===== src/rtl/pwm_cfg_sequencer.sv =====
`default_nettype none
// ============================================================================
// Module      : pwm_cfg_sequencer
// Description : Wishbone master that programs PWM timer channels on behalf of
//               several round-robin arbitrated requesters. Each request is
//               validated and then issued as the write sequence
//               divisor -> period -> duty -> control. The period register can
//               optionally be read back afterwards to confirm it.
// Revision    : 1.0 - initial release
// ============================================================================
module pwm_cfg_sequencer #(
  parameter int NUM_REQ      = 2,
  parameter int NUM_CHANNELS = 4,
  parameter int TIMEOUT      = 15,
  parameter int VERIFY       = 1
) (
  input  logic                    i_clk,
  input  logic                    i_rst,
  input  logic [NUM_REQ-1:0]      i_req_valid,
  output logic [NUM_REQ-1:0]      o_req_ready,
  input  logic [3*NUM_REQ-1:0]    i_req_ch,
  input  logic [16*NUM_REQ-1:0]   i_req_div,
  input  logic [16*NUM_REQ-1:0]   i_req_per,
  input  logic [16*NUM_REQ-1:0]   i_req_dc,
  input  logic [8*NUM_REQ-1:0]    i_req_ctrl,
  output logic                    o_done,
  output logic [2:0]              o_done_id,
  output logic [1:0]              o_done_status,
  output logic                    o_busy,
  output logic                    o_wb_cyc,
  output logic                    o_wb_stb,
  output logic                    o_wb_we,
  output logic [15:0]             o_wb_adr,
  output logic [15:0]             o_wb_data,
  input  logic                    i_wb_ack,
  input  logic [15:0]             i_wb_data
);

  typedef enum logic [3:0] {
    IDLE   = 4'd0,
    CHECK  = 4'd1,
    W_DIV  = 4'd2,
    W_PER  = 4'd3,
    W_DC   = 4'd4,
    W_CTRL = 4'd5,
    R_PER  = 4'd6,
    GAP    = 4'd7,
    DONE   = 4'd8
  } state_t;

  // Register offsets inside a channel's address window.
  localparam logic [2:0] REG_CTRL = 3'd0;
  localparam logic [2:0] REG_DIV  = 3'd1;
  localparam logic [2:0] REG_PER  = 3'd2;
  localparam logic [2:0] REG_DC   = 3'd3;

  state_t state_q, state_d;
  state_t ret_q, ret_d;          // state to resume after the GAP cycle
  logic [2:0]  rr_q, rr_d;
  logic [2:0]  id_q, id_d;
  logic [2:0]  ch_q, ch_d;
  logic [15:0] div_q, div_d;
  logic [15:0] per_q, per_d;
  logic [15:0] dc_q, dc_d;
  logic [7:0]  ctrl_q, ctrl_d;
  logic [1:0]  status_q, status_d;
  logic [7:0]  tmo_q, tmo_d;

  logic [NUM_REQ-1:0] ready_q, ready_d;
  logic               done_q, done_d;
  logic [2:0]         done_id_q, done_id_d;
  logic [1:0]         done_status_q, done_status_d;
  logic               busy_q, busy_d;
  logic               cyc_q, cyc_d;
  logic               we_q, we_d;
  logic [15:0]        adr_q, adr_d;
  logic [15:0]        data_q, data_d;

  logic found;
  int   gnt;
  int   idx;

  // Next-state, request capture and registered-output precomputation.
  always_comb begin
    state_d       = state_q;
    ret_d         = ret_q;
    rr_d          = rr_q;
    id_d          = id_q;
    ch_d          = ch_q;
    div_d         = div_q;
    per_d         = per_q;
    dc_d          = dc_q;
    ctrl_d        = ctrl_q;
    status_d      = status_q;
    tmo_d         = 8'd0;
    ready_d       = '0;
    done_d        = 1'b0;
    done_id_d     = 3'd0;
    done_status_d = 2'd0;
    busy_d        = 1'b0;
    cyc_d         = 1'b0;
    we_d          = 1'b0;
    adr_d         = 16'd0;
    data_d        = 16'd0;
    found         = 1'b0;
    gnt           = 0;
    idx           = 0;

    // First pending requester at or after the round-robin pointer.
    for (int k = 0; k < NUM_REQ; k++) begin
      idx = int'(rr_q) + k;
      if (idx >= NUM_REQ) idx = idx - NUM_REQ;
      if (!found && i_req_valid[idx]) begin
        found = 1'b1;
        gnt   = idx;
      end
    end

    case (state_q)
      IDLE: begin
        if (found) begin
          ready_d[gnt] = 1'b1;
          id_d         = 3'(gnt);
          ch_d         = i_req_ch[3*gnt +: 3];
          div_d        = i_req_div[16*gnt +: 16];
          per_d        = i_req_per[16*gnt +: 16];
          dc_d         = i_req_dc[16*gnt +: 16];
          ctrl_d       = i_req_ctrl[8*gnt +: 8];
          status_d     = 2'd0;
          rr_d         = (gnt == NUM_REQ-1) ? 3'd0 : 3'(gnt + 1);
          state_d      = CHECK;
        end
      end
      CHECK: begin
        if (int'(ch_q) >= NUM_CHANNELS || div_q == 16'd0 || dc_q > per_q) begin
          status_d = 2'd1;
          state_d  = DONE;
        end else begin
          state_d  = W_DIV;
        end
      end
      W_DIV, W_PER, W_DC, W_CTRL, R_PER: begin
        if (i_wb_ack) begin
          state_d = GAP;
          case (state_q)
            W_DIV:   ret_d = W_PER;
            W_PER:   ret_d = W_DC;
            W_DC:    ret_d = W_CTRL;
            W_CTRL:  ret_d = (VERIFY != 0) ? R_PER : DONE;
            default: ret_d = DONE;
          endcase
          if (state_q == R_PER && i_wb_data != per_q) status_d = 2'd3;
        end else if (tmo_q == 8'(TIMEOUT - 1)) begin
          // TIMEOUT cycles without ack: abandon the rest of the sequence.
          status_d = 2'd2;
          state_d  = DONE;
        end else begin
          tmo_d = tmo_q + 8'd1;
        end
      end
      GAP:     state_d = ret_q;
      DONE:    state_d = IDLE;
      default: state_d = IDLE;
    endcase

    // Outputs are registered, so they are derived from the state being entered.
    busy_d = (state_d != IDLE);
    case (state_d)
      W_DIV: begin
        cyc_d  = 1'b1;
        we_d   = 1'b1;
        adr_d  = {10'd0, ch_d, REG_DIV};
        data_d = div_d;
      end
      W_PER: begin
        cyc_d  = 1'b1;
        we_d   = 1'b1;
        adr_d  = {10'd0, ch_d, REG_PER};
        data_d = per_d;
      end
      W_DC: begin
        cyc_d  = 1'b1;
        we_d   = 1'b1;
        adr_d  = {10'd0, ch_d, REG_DC};
        data_d = dc_d;
      end
      W_CTRL: begin
        cyc_d  = 1'b1;
        we_d   = 1'b1;
        adr_d  = {10'd0, ch_d, REG_CTRL};
        data_d = {8'h00, ctrl_d};
      end
      R_PER: begin
        cyc_d  = 1'b1;
        adr_d  = {10'd0, ch_d, REG_PER};
      end
      DONE: begin
        done_d        = 1'b1;
        done_id_d     = id_d;
        done_status_d = status_d;
      end
      default: ;
    endcase
  end

  // State and output registers with synchronous reset.
  always_ff @(posedge i_clk) begin
    if (i_rst) begin
      state_q       <= IDLE;
      ret_q         <= IDLE;
      rr_q          <= 3'd0;
      id_q          <= 3'd0;
      ch_q          <= 3'd0;
      div_q         <= 16'd0;
      per_q         <= 16'd0;
      dc_q          <= 16'd0;
      ctrl_q        <= 8'd0;
      status_q      <= 2'd0;
      tmo_q         <= 8'd0;
      ready_q       <= '0;
      done_q        <= 1'b0;
      done_id_q     <= 3'd0;
      done_status_q <= 2'd0;
      busy_q        <= 1'b0;
      cyc_q         <= 1'b0;
      we_q          <= 1'b0;
      adr_q         <= 16'd0;
      data_q        <= 16'd0;
    end else begin
      state_q       <= state_d;
      ret_q         <= ret_d;
      rr_q          <= rr_d;
      id_q          <= id_d;
      ch_q          <= ch_d;
      div_q         <= div_d;
      per_q         <= per_d;
      dc_q          <= dc_d;
      ctrl_q        <= ctrl_d;
      status_q      <= status_d;
      tmo_q         <= tmo_d;
      ready_q       <= ready_d;
      done_q        <= done_d;
      done_id_q     <= done_id_d;
      done_status_q <= done_status_d;
      busy_q        <= busy_d;
      cyc_q         <= cyc_d;
      we_q          <= we_d;
      adr_q         <= adr_d;
      data_q        <= data_d;
    end
  end

  assign o_req_ready   = ready_q;
  assign o_done        = done_q;
  assign o_done_id     = done_id_q;
  assign o_done_status = done_status_q;
  assign o_busy        = busy_q;
  assign o_wb_cyc      = cyc_q;
  assign o_wb_stb      = cyc_q;
  assign o_wb_we       = we_q;
  assign o_wb_adr      = adr_q;
  assign o_wb_data     = data_q;

endmodule
`default_nettype wire


===== config.mk =====
export PLATFORM = sky130hd
export DESIGN_NAME = pwm_cfg_sequencer
export DESIGN_NICKNAME = d
export VERILOG_FILES = /design/src/rtl/pwm_cfg_sequencer.sv
export SDC_FILE = /design/constraint.sdc
export NUM_CORES = 1
export LEC_CHECK = 0
export ABC_AREA = 1
export BUFFER_PORTS_ARGS = -buffer_cell sky130_fd_sc_hd__buf_2
export CORE_MARGIN = 3
export CORE_UTILIZATION = 45
export DETAILED_ROUTE_END_ITERATION = 10
export GPL_TIMING_DRIVEN = 1
export MAX_ROUTING_LAYER = met4
export PLACE_DENSITY = 0.69
export REMOVE_ABC_BUFFERS = 1
export SETUP_SLACK_MARGIN = 0.5
export SLEW_MARGIN = 30
export SYNTH_ARGS = -nofsm -noshare
export SYNTH_HDL_FRONTEND = slang
export SYNTH_SLANG_ARGS = --single-unit

===== constraint.sdc =====
create_clock -name i_clk -period 6.4 [get_ports i_clk]
set_clock_uncertainty 0.1 [all_clocks]
set_input_delay 0.96 -clock i_clk [delete_from_list [all_inputs] [get_ports i_clk]]
set_output_delay 0.96 -clock i_clk [all_outputs]
set_load 0.05 [all_outputs]

**Word level (Yosys, flattened, before mapping)**

Cells that the tools add are included.

- Bits in registers: 126
- Bits in latches: 0
- RAM bits: 0
- Memory bits (read-only): 0
- Input port bits: 139
- Output and inout bits: 44
- Logic and storage cells: 121
- Memories: 0

- Add/subtract/negate cells: 5
- Multiply operators: 1
- Divide/modulo/power cells: 0
- $lt $le $gt $ge: 8
- Equality and inequality tests: 16
- Shifts and indexed selects: 5
- Muxes and demuxes: 44
- Bitwise operators: 4
- Reductions and logical operators: 18

Operators by type and width:

| kind | number |
|---|---|
| two-way mux 32 bit | 4 |
| less-than comparator 32 x 3 -> 1 bit (second input constant) | 3 |
| two-way mux 16 bit | 6 |
| indexed part select 32 x 32 -> 16 bit | 3 |
| one-hot mux 16 bit (4 select lines) | 1 |
| equality test 32 x 2 -> 1 bit (second input constant) | 1 |
| greater-or-equal comparator 32 x 1 -> 1 bit (second input constant) | 1 |
| multiplier 3 x 32 -> 32 bit (first input constant) | 1 |
| one-hot mux 4 bit (4 select lines) | 2 |
| indexed part select 16 x 32 -> 8 bit | 1 |
| indexed part select 6 x 32 -> 3 bit | 1 |
| equality test 4 x 3 -> 1 bit (second input constant) | 7 |
| one-hot mux 6 bit (4 select lines) | 1 |
| equality test 4 x 2 -> 1 bit (second input constant) | 4 |
| > comparator 16 bit | 1 |
| logical NOT 16 bit | 1 |
| two-way mux 4 bit | 4 |
| two-way mux 8 bit | 2 |
| inequality test 16 bit | 1 |
| two-way mux 3 bit | 5 |
| two-way mux 1 bit | 12 |
| two-way mux 2 bit | 5 |
| OR reduction 5 bit | 2 |
| adder 8 x 1 -> 8 bit (second input constant) | 1 |
| 22 further kinds | 31 |

**Logic depth before layout (Yosys ltp)**

- Word-level depth: 14
- Depth in mapped cells: 28
- Gate-level depth less buffers: 26

**Least setup slack after synthesis**

No wires, ideal clock.

- Path type: input-to-reg
- From: in i_req_valid[1]
- To: reg ch_q[1]
- Library setup time: 0.128 ns
- Arrival: 3.656 ns
- Data required time: 6.172 ns
- Setup slack: 2.516 ns
- Stages: 25
- Path buffers: 2
- Cells stage by stage: inv_1 o21ai_2 nand3_1 nor2_1 nor2_1 nand2_1 buf_2 inv_1 ha_1 ha_1 inv_1 fa_1 xnor2_1 inv_1 nand3_1 nand2_1 buf_4 nand2_1 nand2_1 nand2_1 nor2_1 nand2_1 nand2_1 a21oi_1 nor2_1

- Longest elaborated chain between the ends: 11
- Elaborated cells on any way between the ends: 16
- Those cells by class: mul: 1; shift: 1; mux: 12; reduce/logical: 2

RTL lines:

| element | RTL line | text |
|---|---|---|
| start: declaration | 19 | `input logic [NUM_REQ-1:0] i_req_valid,` |
| two-way mux 1 bit (implied by the code) (3 in series) | 113 | `if (!found && i_req_valid[idx]) begin` |
| two-way mux 1 bit | 113 |  |
| logical NOT 1 bit | 113 |  |
| logical AND 1 bit | 113 |  |
| two-way mux 32 bit | 113 |  |
| multiplier 3 x 32 -> 32 bit | 124 | `ch_d = i_req_ch[3*gnt +: 3];` |
| indexed part select 6 x 32 -> 3 bit | 124 |  |
| two-way mux 3 bit * | 121 | `if (found) begin` |
| two-way mux 3 bit * | 119 | `case (state_q)` |
| end signal: assignment | 234 | `ch_q <= ch_d;` |
| end: declaration | 61 | `logic [2:0] ch_q, ch_d;` |

Every way passes the cells marked *; elsewhere a longest branch is shown, timed or not. The select of a mux whose other input is x is not followed.
A chain may end at the register's enable or synchronous reset.

**Worst setup path after layout**

- From: reg rr_q[0]
- To: reg ch_q[1]

- Longest elaborated chain between the ends: 13
- Elaborated cells on any way between the ends: 23
- Those cells by class: add/sub: 3; mul: 1; order compare: 2; shift: 1; mux: 14; reduce/logical: 2

RTL lines:

| element | RTL line | text |
|---|---|---|
| start: declaration | 59 | `logic [2:0] rr_q, rr_d;` |
| start signal: assignment | 232 | `rr_q <= rr_d;` |
| parallel branches: the longest is 11 deep, another holds multiplier 3 x 32 -> 32 bit | - |  |
| two-way mux 3 bit * | 121 |  |
| two-way mux 3 bit * | 119 |  |

Mark *: on every way between the ends. The select of a mux whose other input is x is not followed.

==> metrics.md <==
| Metric | Value |
|---|---|
| Number of setup violations in the final report | `0` |
| Proportion of synthesized chip area in sequential cells | `32.04%` |
| Arrival time of data at the critical path endpoint | `4680 ps` |
| Hold_buf cts | `0` |
| Total power divided by cell area | `519.7 nW/um2` |
| Normalized max-slew margin | `38.59%` |
| Final design instance area without fill | `8616 um2` |
| Routed via count divided by cell count | `4.842` |
| Area after DPL | `8048 um2` |
| Combined area of the multi-input logic cells | `4045 um2` |
| Mapped Cells | `1134` |
| Category of the worst setup path launch point | `register` |
| Die Width | `132.4 um` |
| Core Footprint | `15430 um2` |
| Data required time at the worst endpoint | `6580 ps` |
| Global-route wire length before repair | `31460 um` |
| 1st-pass router iterations | `5` |
| Result of the run | `complete, no violations` |
| Max-cap violations | `0` |
| Sequential Area | `2302 um2` |
| CTS tree | `done` |
| Initial Util | `46.57%` |
| Clock slew at the register clock pins of the worst setup and hold paths | `50 ps` |
| Core Rows | `45` |
| Static Leak | `4.492 nW` |
| Unrepaired setup endpoints after global routing | `no` |
| Last weighted congestion value of the routability-driven placer | `0.9032` |
| Number of resized instances in the post-cts repair step | `0` |
| Total Nets Final | `1444` |
| Main flop type after synthesis | `dfxtp_1` |
| Via Count | `7258` |
| Combined area of all synthesized cells | `7184 um2` |
| Met1 global-route usage | `29.25%` |
| Number of global-route vias before repair | `6605` |
| Yosys warnings | `0` |
| Routed Antenna Nets | `0` |
| Average wire length per cell after detail routing | `12.82 um` |
| Most heavily used metal layer in global routing | `met2` |
| Die area | `17520 um2` |
| Fmax achieved | `222.2 MHz` |
| Initial antenna violation count | `0` |
| Die height | `132.4 um` |
| Number of different library cells in the post-synthesis netlist | `45` |
| Congestion Overflow GR | `0` |
| Share of final-layout standard cells stronger than drive strength 1 | `19.41%` |
| Total I/O pin count | `183` |
| CTS H-Tree Depth | `4` |
| Synth Register Bits | `115` |
| Pin count of the biggest net entering global routing | `91` |
| Number of DRC markers after the initial detailed-route iteration | `504` |
| Most common library cell in the layout ignoring fill and taps | `nand2_1` |
| Crit share post-route | `70.32%` |
| Number of buffers between clock root and the deepest sink | `2` |
| Number of enable-type register cells in the synthesized netlist | `0` |
| Number of hold violations in the final report | `0` |
| Final WL | `19210 um` |
| DRC violation count after routing | `0` |
| Crit end category | `register` |
| Async SR Flop Fraction | `0%` |
| Total global-route track usage | `22.51%` |
| Transition at the pin with the smallest max-transition slack | `921.1 ps` |
| Crit path time final | `4500 ps` |
| Syn_area_per_cell | `6.335 um2` |
| Worst min path class | `reg2reg` |
| Root Driver | `clkbuf_16` |
| Type of the worst setup path | `reg2reg` |
| Port buffer count | `171` |
| Register-to-register setup slack | `1900 ps` |
| Grt met2 use | `36.53%` |
| Met3 Resource Use GR | `3.435%` |
| Sum of negative setup slack | `0 ps` |
| Worst-Skew Late Latency | `420 ps` |
| Post-CTS setup repair buffer count | `0` |
| Fin. max-slew vios | `0` |
| Maximum net fanout on the critical path | `37` |
| Number of sinks handled by clock tree synthesis | `115` |
| Final HPWL from detailed placement | `13400 um` |
| Fillers | `1612` |
| Signed area change from the synthesized netlist to the final layout | `19.92%` |
| Antenna diodes | `0` |
| Worst vdd ir | `0.0004242 V` |
| Most frequent cells in the layout | `313 x nand2_1, 171 x buf_2, 151 x nor2_1` |
| Cts bufs inserted | `17` |
routing by layer:
layer,vias to the layer above,routed length (um)
li1,3844,-
met1,3167,9004
met2,224,8892
met3,23,1057
met4,0,255
met5,-,0
worst max-delay path, cell delays in order, from the launching register on:
cell and delay, ps:
dfxtp_1 540, ha_1 300, inv_1 70, nand2_1 80, nand2_2 60, ha_1 280
nand2_1 80, o211ai_2 100, o21ai_4 70, buf_4 420, inv_4 240, ha_1 350
inv_1 50, fa_1 430, xnor2_1 230, inv_1 90, nand3_1 90, nand2_1 220
nand2_1 120, nand2_1 60, nand2_1 60, nor2_1 40, nand2_1 40, nand2_1 40
a21oi_1 150, nor2_1 60
Yosys cell counts, types with 3 or more instances:
cell type,n,area [um2]
nand2_1,314,1179
nor2_1,151,566.8
inv_1,128,480.5
nand3_1,121,605.6
dfxtp_1,115,2302
o21ai_0,36,180.2
a21oi_1,35,175.2
ha_1,27,337.8
o21ai_1,27,135.1
clkbuf_1,24,90.09
buf_4,19,142.6
nor3_1,16,80.08
o21a_1,15,112.6
buf_2,13,65.06
inv_2,11,41.29
nand4_1,9,56.30
xnor2_1,7,61.31
a31oi_1,6,37.54
nand2_2,5,31.28
nor4_1,5,31.28
xor2_1,5,43.79
buf_6,4,45.04
nand3_2,4,40.04
nor2_2,4,25.02
nor2_4,4,45.04
buf_1,3,11.26
or2_2,3,18.77
logic make-up (layout without fill, tap and decap cells):
group,count (synthesis),in the layout,synth area share [%]
other cells,1,11,0.05220
xor+xnor,12,12,1.463
fa+ha+maj,28,28,4.981
simple gates,644,644,38.73
flops,115,115,32.04
compound gates,129,129,10.34
buf+inv,205,349,12.38
layout make-up:
cell class,instances,area share (%)
Multi-Input combinational cell,824,46.95
Sequential cell,115,26.72
Timing Repair Buffer,177,10.46
Inverter,142,6.230
Clock buffer,20,5.301
Tap cell,211,3.064
Clock inverter,10,1.278
power by group:
| group | internal [W] | total [W] | switching [W] | leakage (nW) |
|---|---|---|---|---|
| sequential | 0.000946 | 0.00105 | 0.000107 | 0.937 |
| clock | 0.000585 | 0.000916 | 0.000331 | 0.281 |
| combinational | 0.000757 | 0.00251 | 0.00175 | 3.27 |
| total | 0.00229 | 0.00448 | 0.00219 | 4.49 |
path summary, 6_finish.rpt:
kind                            endpoint  cells past startpoint  startpoint
worst max-delay path             ch_q[1]                     25     rr_q[0]
worst min-delay path            tmo_q[0]                      1    tmo_q[0]
worst max register to register   ch_q[1]                     25     rr_q[0]
worst min register to register  tmo_q[0]                      1    tmo_q[0]
state kept, by name, indices dropped and copies added (netlist names), 4 cells and up:
register	cells
ctrl_q	8
dc_q	16
div_q	16
o_wb_adr	5
o_wb_data	16
per_q	16
ret_q	4
state_q	4
tmo_q	8
metrics by stage:
| stage | instances | total power, W | utilization, % | worst slack [ps] | hold slack (ps) |
|---|---|---|---|---|---|
| after global routing | 1499 | 0.004902 | 55.85 | 1420 | 379.4 |
| final | 1499 | 0.004477 | 55.85 | 1900 | 357.7 |
| after floorplan | 1081 | 0.002910 | - | 1730 | 330.0 |
| after global placement | 1469 | 0.003557 | 52.17 | 1845 | 347.3 |
| after detailed placement | 1469 | 0.003578 | 52.17 | 1780 | 352.2 |
| after CTS | 1499 | 0.004507 | 55.84 | 1938 | 364.9 |
Note: power is estimated with default switching activity, not from simulation.
